==> src/rtl/spi_pkg.sv <==
// Shared types and helpers for the SPI slave receive path.
package spi_pkg;

   typedef enum logic [1:0] {
      ARMED  = 2'd0,
      IDLE   = 2'd1,
      ACTIVE = 2'd2
   } spi_state_e;

   // Modes 0 and 3 sample on the rising sck edge, modes 1 and 2 on the falling edge.
   function automatic logic sample_on_rising(input logic cpol, input logic cpha);
      return cpol == cpha;
   endfunction

endpackage

==> src/rtl/sync_fifo.sv <==
// First-word fall-through FIFO with synchronous active-high reset.
module sync_fifo #(
   parameter int WIDTH = 8,
   parameter int DEPTH = 4
) (
   input  logic                     clk,
   input  logic                     reset,
   input  logic                     push,
   input  logic [WIDTH-1:0]         wr_data,
   input  logic                     pop,
   output logic [WIDTH-1:0]         rd_data,
   output logic                     full,
   output logic                     empty,
   output logic [$clog2(DEPTH):0]   count
);

   localparam int AW = $clog2(DEPTH);

   logic [WIDTH-1:0] mem [DEPTH];
   logic [AW-1:0]    wr_ptr;
   logic [AW-1:0]    rd_ptr;
   logic [AW:0]      cnt;
   logic [WIDTH-1:0] last_data;
   logic             do_push;
   logic             do_pop;

   assign full    = (cnt == (AW+1)'(DEPTH));
   assign empty   = (cnt == '0);
   assign do_pop  = pop & ~empty;
   assign do_push = push & (~full | do_pop);
   assign count   = cnt;
   // The slot under rd_ptr is stale once drained, so the last popped word is kept separately.
   assign rd_data = empty ? last_data : mem[rd_ptr];

   always_ff @(posedge clk) begin
      if (do_push) begin
         mem[wr_ptr] <= wr_data;
      end
   end

   always_ff @(posedge clk) begin
      if (reset) begin
         wr_ptr    <= '0;
         rd_ptr    <= '0;
         cnt       <= '0;
         last_data <= '0;
      end else begin
         if (do_push) begin
            wr_ptr <= wr_ptr + 1'b1;
         end
         if (do_pop) begin
            rd_ptr    <= rd_ptr + 1'b1;
            last_data <= mem[rd_ptr];
         end
         case ({do_push, do_pop})
            2'b10:   cnt <= cnt + 1'b1;
            2'b01:   cnt <= cnt - 1'b1;
            default: cnt <= cnt;
         endcase
      end
   end

endmodule

==> src/rtl/spi_slave_rx_fifo.sv <==
// SPI slave in the system clock domain: oversampled pins, any CPOL/CPHA,
// multi-word frames buffered in a FIFO, MISO driven from tx_word.
module spi_slave_rx_fifo
   import spi_pkg::*;
#(
   parameter int WORD_W      = 8,
   parameter int FIFO_DEPTH  = 4,
   parameter int CPOL        = 0,
   parameter int CPHA        = 0,
   parameter int SYNC_STAGES = 2
) (
   input  logic                            clk,
   input  logic                            reset,
   input  logic                            cs,
   input  logic                            sck,
   input  logic                            mosi,
   output logic                            miso,
   input  logic [WORD_W-1:0]               tx_word,
   output logic [WORD_W-1:0]               rx_data,
   output logic                            rx_valid,
   input  logic                            rx_ready,
   output logic [$clog2(FIFO_DEPTH):0]     rx_count,
   output logic                            overflow,
   output logic                            frame_err,
   output logic                            busy
);

   localparam int                CNT_W       = $clog2(WORD_W);
   localparam logic [CNT_W-1:0]  LAST_BIT    = CNT_W'(WORD_W - 1);
   localparam logic              SCK_IDLE    = (CPOL != 0);
   localparam logic              SAMPLE_RISE = sample_on_rising(CPOL != 0, CPHA != 0);

   logic [SYNC_STAGES-1:0] cs_sync;
   logic [SYNC_STAGES-1:0] sck_sync;
   logic [SYNC_STAGES-1:0] mosi_sync;
   logic                   sck_prev;
   logic                   cs_s;
   logic                   sck_s;
   logic                   mosi_s;
   logic                   sample_edge;
   logic                   shift_edge;

   spi_state_e             state;
   logic [CNT_W-1:0]       bit_cnt;
   logic [WORD_W-2:0]      rx_shift;
   logic [WORD_W-1:0]      rx_next;
   logic [WORD_W-1:0]      tx_shift;
   logic                   reload;
   logic                   in_frame;
   logic                   word_done;
   logic                   fifo_full;
   logic                   fifo_empty;
   logic                   pop;

   assign cs_s   = cs_sync[SYNC_STAGES-1];
   assign sck_s  = sck_sync[SYNC_STAGES-1];
   assign mosi_s = mosi_sync[SYNC_STAGES-1];

   // cs resets low so a frame already in progress at reset release is never joined.
   always_ff @(posedge clk) begin
      if (reset) begin
         cs_sync   <= '0;
         sck_sync  <= {SYNC_STAGES{SCK_IDLE}};
         mosi_sync <= '0;
         sck_prev  <= SCK_IDLE;
      end else begin
         cs_sync   <= {cs_sync[SYNC_STAGES-2:0], cs};
         sck_sync  <= {sck_sync[SYNC_STAGES-2:0], sck};
         mosi_sync <= {mosi_sync[SYNC_STAGES-2:0], mosi};
         sck_prev  <= sck_s;
      end
   end

   assign sample_edge = SAMPLE_RISE ? (sck_s & ~sck_prev) : (~sck_s & sck_prev);
   assign shift_edge  = SAMPLE_RISE ? (~sck_s & sck_prev) : (sck_s & ~sck_prev);

   assign in_frame  = (state == ACTIVE) && !cs_s;
   assign rx_next   = {rx_shift, mosi_s};
   assign word_done = in_frame && sample_edge && (bit_cnt == LAST_BIT);
   assign pop       = rx_ready & ~fifo_empty;

   // reload marks that the next shift edge starts a new word and must fetch tx_word.
   always_ff @(posedge clk) begin
      if (reset) begin
         state     <= ARMED;
         bit_cnt   <= '0;
         rx_shift  <= '0;
         tx_shift  <= '0;
         reload    <= 1'b0;
         frame_err <= 1'b0;
         overflow  <= 1'b0;
      end else begin
         frame_err <= 1'b0;
         if (word_done && fifo_full && !pop) begin
            overflow <= 1'b1;
         end
         case (state)
            ARMED: begin
               if (cs_s) begin
                  state <= IDLE;
               end
            end
            IDLE: begin
               if (!cs_s) begin
                  state    <= ACTIVE;
                  bit_cnt  <= '0;
                  tx_shift <= tx_word;
                  reload   <= (CPHA != 0);
               end
            end
            ACTIVE: begin
               if (cs_s) begin
                  state     <= IDLE;
                  frame_err <= (bit_cnt != '0);
                  bit_cnt   <= '0;
               end else begin
                  if (sample_edge) begin
                     rx_shift <= rx_next[WORD_W-2:0];
                     if (bit_cnt == LAST_BIT) begin
                        bit_cnt <= '0;
                        reload  <= 1'b1;
                     end else begin
                        bit_cnt <= bit_cnt + 1'b1;
                     end
                  end
                  if (shift_edge) begin
                     if (reload) begin
                        tx_shift <= tx_word;
                        reload   <= 1'b0;
                     end else begin
                        tx_shift <= {tx_shift[WORD_W-2:0], 1'b0};
                     end
                  end
               end
            end
            default: state <= ARMED;
         endcase
      end
   end

   assign miso     = (state == ACTIVE) ? tx_shift[WORD_W-1] : 1'b0;
   assign busy     = (state == ACTIVE);
   assign rx_valid = ~fifo_empty;

   sync_fifo #(
      .WIDTH (WORD_W),
      .DEPTH (FIFO_DEPTH)
   ) u_fifo (
      .clk     (clk),
      .reset   (reset),
      .push    (word_done),
      .wr_data (rx_next),
      .pop     (pop),
      .rd_data (rx_data),
      .full    (fifo_full),
      .empty   (fifo_empty),
      .count   (rx_count)
   );

endmodule
==> config.mk <==
export PLATFORM = sky130hd
export DESIGN_NAME = spi_slave_rx_fifo
export DESIGN_NICKNAME = d
export VERILOG_FILES = /design/src/rtl/spi_pkg.sv /design/src/rtl/sync_fifo.sv /design/src/rtl/spi_slave_rx_fifo.sv
export SDC_FILE = /design/constraint.sdc
export NUM_CORES = 1
export LEC_CHECK = 0
export ABC_AREA = 1
export CAP_MARGIN = 20
export CORE_MARGIN = 2
export CORE_UTILIZATION = 50
export CTS_CLUSTER_DIAMETER = 200
export CTS_CLUSTER_SIZE = 24
export DETAILED_ROUTE_END_ITERATION = 8
export DONT_BUFFER_PORTS = 1
export PLACE_DENSITY = 0.65
export SYNTH_ARGS = -nofsm -noshare
export SYNTH_HDL_FRONTEND = slang
export SYNTH_SLANG_ARGS = --single-unit
==> constraint.sdc <==
create_clock -name clk -period 2.5 [get_ports clk]
set_input_delay 0.375 -clock clk [delete_from_list [all_inputs] [get_ports clk]]
set_output_delay 0.375 -clock clk [all_outputs]
set_load 0.02 [all_outputs]
* Word-level counts from Yosys, hierarchy flattened
Memories as Yosys holds them, arrays and structs flattened. A register that Yosys moved wholly into a read port is not among the register bits.
Cells that the tools add are included.
Widths: inputs -> output; s select.
** Word-level totals
- Bits in registers :: 45
- Bits in writable memories :: 32
- Input port bits :: 14
- Output and inout bits :: 16
- Memories kept :: 1
** Memory list
- u_fifo.mem :: depth 4, width 8, rd ports 1, clocked after Yosys merged registers in 1, wr ports 1, RTL line sync_fifo.sv:19 : logic [WIDTH-1:0] mem [DEPTH];
** Operators by class
- Add/subtract/negate cells :: 5
- Eq/ne operators :: 11
- Mux-type cells :: 27
- Bitwise gates (word level) :: 12
- Reduce and logical (&&, ||, !) cells :: 19
** Operators by type and width (number)
- $mux 8 :: 5
- $pmux 8 s2 :: 1
- $mux 3 :: 4
- $pmux 3 s2 :: 2
- $mux 1 :: 9
- $reduce_and 3->1 :: 3
- $mux 2 :: 4
- $add 3x1->3 const B :: 2
- $eq 3x3->1 const B :: 2
- $not 1->1 :: 6
- $and 1x1->1 :: 5
- $logic_and 1x1->1 :: 5
- $add 2x1->2 const B :: 2
- $eq 2x1->1 const B :: 2
- $eq 2x2->1 const B :: 2
- $ne 2x1->1 const B :: 2
- $ne 2x2->1 const B :: 2
- $pmux 2 s2 :: 1
- $reduce_and 4->1 :: 1
- $reduce_bool 2->1 :: 2
- $logic_not 3->1 :: 1
- $ne 3x1->1 const B :: 1
- $reduce_bool 3->1 :: 1
- $reduce_or 3->1 :: 1
- 7 further kinds :: 8

* Longest topological paths before layout
- Word-level depth :: 8
- Depth in mapped cells :: 14
- Mapped depth without buffers :: 14

* Hierarchy
From an unflattened synthesis, not the netlist that was laid out.
** Unflattened totals
- Cells, all modules :: 382
- Area, all modules :: 3423.3 sq um
** Modules (own cells, without submodules)
- sync_fifo :: times used 1, cells each 191, area each 2058.2 sq um, sequential area each 1301.2 sq um
- spi_slave_rx_fifo :: times used 1, cells each 191, area each 1365.1 sq um, sequential area each 600.6 sq um

* Worst setup path after synthesis
No wires, ideal clock.
- Kind :: reg-to-reg
- Start :: register state[0]
- End :: register u_fifo.cnt[1] (netlist: u_fifo.count[1])
- Data arrival time :: 2.088 ns
- Path slack :: 0.343 ns
- Stages on the path, launching flop included :: 10
- Buffers on the path :: 0
- Clock period less this slack :: 2.157 ns
- Cells stage by stage :: dfxtp_1 > inv_1 > ha_1 > nand2_1 > nor2_4 > nand2_1 > ha_1 > inv_1 > fa_1 > a21oi_1
** On the way
- Longest elaborated chain between the ends :: 7
- Elaborated cells on any way between the ends :: 9
** Ends and longest elaborated chain
- from (decl) :: RTL line spi_slave_rx_fifo.sv:43 : spi_state_e state;
- from (signal assigned) :: RTL line spi_slave_rx_fifo.sv:85 : state <= ARMED;
- from (signal assigned) :: RTL line spi_slave_rx_fifo.sv:100 : state <= IDLE;
- from (signal assigned) :: RTL line spi_slave_rx_fifo.sv:105 : state <= ACTIVE;
- $eq 2x2->1 *
- via busy :: RTL line spi_slave_rx_fifo.sv:25 : output logic busy
- $logic_and 1x1->1 * :: RTL line spi_slave_rx_fifo.sv:77 : assign in_frame = (state == ACTIVE) && !cs_s;
- $logic_and 1x1->1 * (2 in series) :: RTL line spi_slave_rx_fifo.sv:79 : assign word_done = in_frame && sample_edge && (bit_cnt == LAST_BIT);
- $and 1x1->1 * :: RTL line sync_fifo.sv:30 : assign do_push = push & (~full | do_pop);
- $eq 2x1->1 or $eq 2x2->1 (tied branches) :: RTL line sync_fifo.sv:55 : case ({do_push, do_pop})
- $pmux 3 s2 or $reduce_bool 2->1 (tied branches)
- to (signal assigned) :: RTL line sync_fifo.sv:56 : 2'b10: cnt <= cnt + 1'b1;
- to (signal assigned) :: RTL line sync_fifo.sv:57 : 2'b01: cnt <= cnt - 1'b1;
- to (signal assigned) :: RTL line sync_fifo.sv:58 : default: cnt <= cnt;
- to (decl) :: RTL line sync_fifo.sv:22 : logic [AW:0] cnt;
The timed path passes the listed nets; every way through them passes the cells marked *.
A chain may end at the register's enable or synchronous reset.

* Worst setup path in the final report
- Start :: register bit_cnt[0]
- End :: register u_fifo.cnt[2] (netlist: u_fifo.count[2])
** On the way
- Longest elaborated chain between the ends :: 5
- Elaborated cells on any way between the ends :: 7
** Ends and longest elaborated chain
- from (decl) :: RTL line spi_slave_rx_fifo.sv:44 : logic [CNT_W-1:0] bit_cnt;
- from (signal assigned) :: RTL line spi_slave_rx_fifo.sv:123 : bit_cnt <= bit_cnt + 1'b1;
- $eq 3x3->1 * :: RTL line spi_slave_rx_fifo.sv:79
- $logic_and 1x1->1 * :: RTL line spi_slave_rx_fifo.sv:79
- $and 1x1->1 * :: RTL line sync_fifo.sv:30
- $eq 2x1->1 or $eq 2x2->1 (tied branches) :: RTL line sync_fifo.sv:55
- $pmux 3 s2 or $reduce_bool 2->1 (tied branches)
Mark *: on every way between the ends. The rest lies on a longest branch, timed or not.

==> summary.md <==
| Metric | Value |
|---|---|
| Cts repair resizes | 0 |
| Antenna-violating nets left | 0 |
| Setup-failing EPs final | 0 |
| Proportion of layout cells with a drive suffix above 1 | 0.0896 |
| Io pins | 30 |
| Synth Instances | 458 |
| Gr usage total | 0.182 |
| Max frequency | 0.450 GHz |
| DRC viols | 0 |
| Vias per Instance | 4.66 |
| Num CTS Buffers | 9 |
| Per-cell routed wire length | 11.4 um |
| Mux share of post-synthesis cell area | 0 |
| Pins Over Slew Limit | 0 |
| Ys Warns | 0 |
| Nets | 501 |
| Max Cap Viol | 0 |
| CTS sink count | 79 |
| Synth Area in Adders | 0.0438 |
| CP required | 2.79 ns |
| CP Max Fanout | 7 |
| Tmin final | 2.22 ns |
| Worst Setup Start Kind | flop |
| Fin cells | 576 |
| CTS clk-pin slew, worst paths | 0.08 ns |
| Leakage | 1.93 nW |
| Die Wd | 88.9 um |
| Post-synth cell types | 22 |
| Clk Latency, worst-skew pair | 0.35 ns |
| Largest family of logic cells by synthesized area | simple AND/OR/NAND/NOR gates |
| Synth Area in Simple Gates | 0.261 |
| Syn Std Cell Area | 0.00360 mm2 |
| Worst-margin pin slew | 0.883 ns |
| Total number of vias | 2685 |
| Die H | 88.9 um |
| DR pass1 iterations | 4 |
| CP endpoint kind | flop |
| Starting DRC count in detailed routing | 156 |
| Run status | completed |
| RSZ-0062 raised after global routing | false |
| Syn_nets | 484 |
| Post-CTS setup buffer count | 0 |
| Max IR drop VDD | 0.000358 V |
| Arrival time at the worst endpoint | 2.51 ns |
| CTS tree | yes |
| Clk buf depth | 2 |
| GPL Wtd Cong | 0.760 |
| Layout area overhead | 13.0% |
| FF+latch count, synth | 79 |
| Drt total wl | 6600 um |
| Core Util, Final | 0.592 |
| Reg area | 0.00190 mm2 |
| Vias in the first global route | 2428 |
| Port Buffers | 0 |
| PwrDens | 768 mW/mm2 |
| Clock Skews | 0.0110 ns |
| Initial Util | 0.524 |
| Area contributors post-synth | edfxtp_1, dfxtp_1, nand2_1, inv_1, nor2_1 |
| # hold bufs at CTS | 0 |
| Dpl cells | 560 |
| Core box area | 0.00687 mm2 |
| Setup_tns | 0 ns |
| Die footprint | 0.00790 mm2 |
| H-tree Lvls | 3 |
| Sequential share of the synthesized area | 0.528 |
| # diodes | 0 |
| Final Hold Viols | 0 |
| Grt total ovfl | 0 |
| Post-DP HPWL | 4490 um |
| XOR/XNOR share of the synthesized area | 0 |
| Largest net degree at the start of global routing | 29 |
| Compound-cell area share of the yosys netlist | 0.0549 |
| Fillers | 644 |
| First-pass GRT wire length | 10800 um |
| Initial antenna violation count | 0 |
| Mean Syn Cell Area | 7.87 um2 |
| Final Cycle Share | 0.888 |
| Overall Power | 3.12 mW |
| Post-synth top area cell | edfxtp_1 |
| Hold Path Cell Cnt | 1 |
| HP Class | in2reg |
| Synth top area share | 0.267 |
| Max_slew headroom | 0.411 |
| CP Class | reg2reg |
| Worst reg2reg path depth | 13 |
| Multi-input logic area | 0.00129 mm2 |
| Root Driver | clkbuf_8 |
| Site Rows | 30 |
## through the flow
step                      setup WS, ns  instance area (um2)  hold slack (ns)
final                            0.280                 4070           0.0894
after global routing             0.111                 4070           0.0716
after CTS                        0.282                 4070           0.0703
after detailed placement         0.319                 3800            0.398
after global placement           0.416                 3800            0.392
after floorplan                  0.343                 3600            0.388
## flip-flops by register name, indices dropped and copies added (netlist names), 2 cells and up, named ones only
name	cells
cs_sync	2
u_fifo.rd_ptr	2
mosi_sync	2
state	2
bit_cnt	3
u_fifo.last_data	8
tx_shift	8
rx_shift	7
u_fifo.wr_ptr	2
sck_sync	2
u_fifo.mem	32
u_fifo.count	3
## area by class of cell
class,count,area share
clock buffer,11,0.0427
clock inverter,5,0.0243
inverter,88,0.0812
multi-input combinational,277,0.318
sequential,79,0.467
tap,96,0.0295
timing repair buffer,20,0.0369
## Yosys cell counts
cell type and n:
nand2_1 112, inv_1 87, nor2_1 72, dfxtp_1 47, nand3_1 34, edfxtp_1 32, o21ai_0 25, a21oi_1 13
ha_1 11, buf_2 7, clkbuf_1 4, nor2_4 3, buf_4 2, a22oi_1 1, and2_4 1, buf_6 1
fa_1 1, inv_2 1, nand2_4 1, nand3_2 1, nand3b_1 1, or2_2 1
## worst max-delay path: stages, from the launching register on
cell,delay [ns]
dfxtp_1,0.35
ha_1,0.21
ha_1,0.19
nand3_1,0.13
nor2_4,0.07
nand2_1,0.15
ha_1,0.21
inv_1,0.07
fa_1,0.38
nand2_1,0.08
nand3_1,0.10
nand2_1,0.08
nand2_1,0.05
nor2_1,0.11
## per-layer routing
layer | track usage | routed length (um)
met1 | 0.236 | 3140
met2 | 0.294 | 3100
met3 | 0.0364 | 240
met4 | 0.0826 | 114
met5 | 0 | 0
## cell usage in the layout, fill, tap and decap left out, types with 2 or more instances in the layout
cell type	synthesis	routed
nand2_1	112	112
inv_1	87	87
nor2_1	72	72
dfxtp_1	47	47
nand3_1	34	34
edfxtp_1	32	32
o21ai_0	25	25
buf_4	2	20
a21oi_1	13	13
ha_1	11	11
clkbuf_8	0	9
nor2_4	3	3
bufinv_16	0	3
clkbuf_16	0	2
## path summary, 6_finish.rpt
check | slack [ns] | end | startpoint
setup / recovery | 0.28 | u_fifo.count[2] | bit_cnt[0]
hold / removal | 0.09 | sck_prev | reset
setup reg to reg | 0.28 | u_fifo.count[2] | bit_cnt[0]
hold reg to reg | 0.41 | mosi_sync[1] | mosi_sync[0]
## report_power, final
group | switching (mW) | total, mW | internal [mW] | leakage [nW]
logic | 0.310 | 0.478 | 0.168 | 1.05
registers | 0.0267 | 1.41 | 1.39 | 0.735
clock network | 0.451 | 1.23 | 0.780 | 0.137
total | 0.788 | 3.12 | 2.34 | 1.93
## kinds of logic after synthesis
| logic type | count (synthesis) |
|---|---|
| adders and majority gates | 12 |
| DFF | 79 |
| and+or+nand+nor | 226 |
| buffers and inverters | 102 |
| AOI/OAI and AO/OA | 39 |
Note: power is estimated with default switching activity, not from simulation.
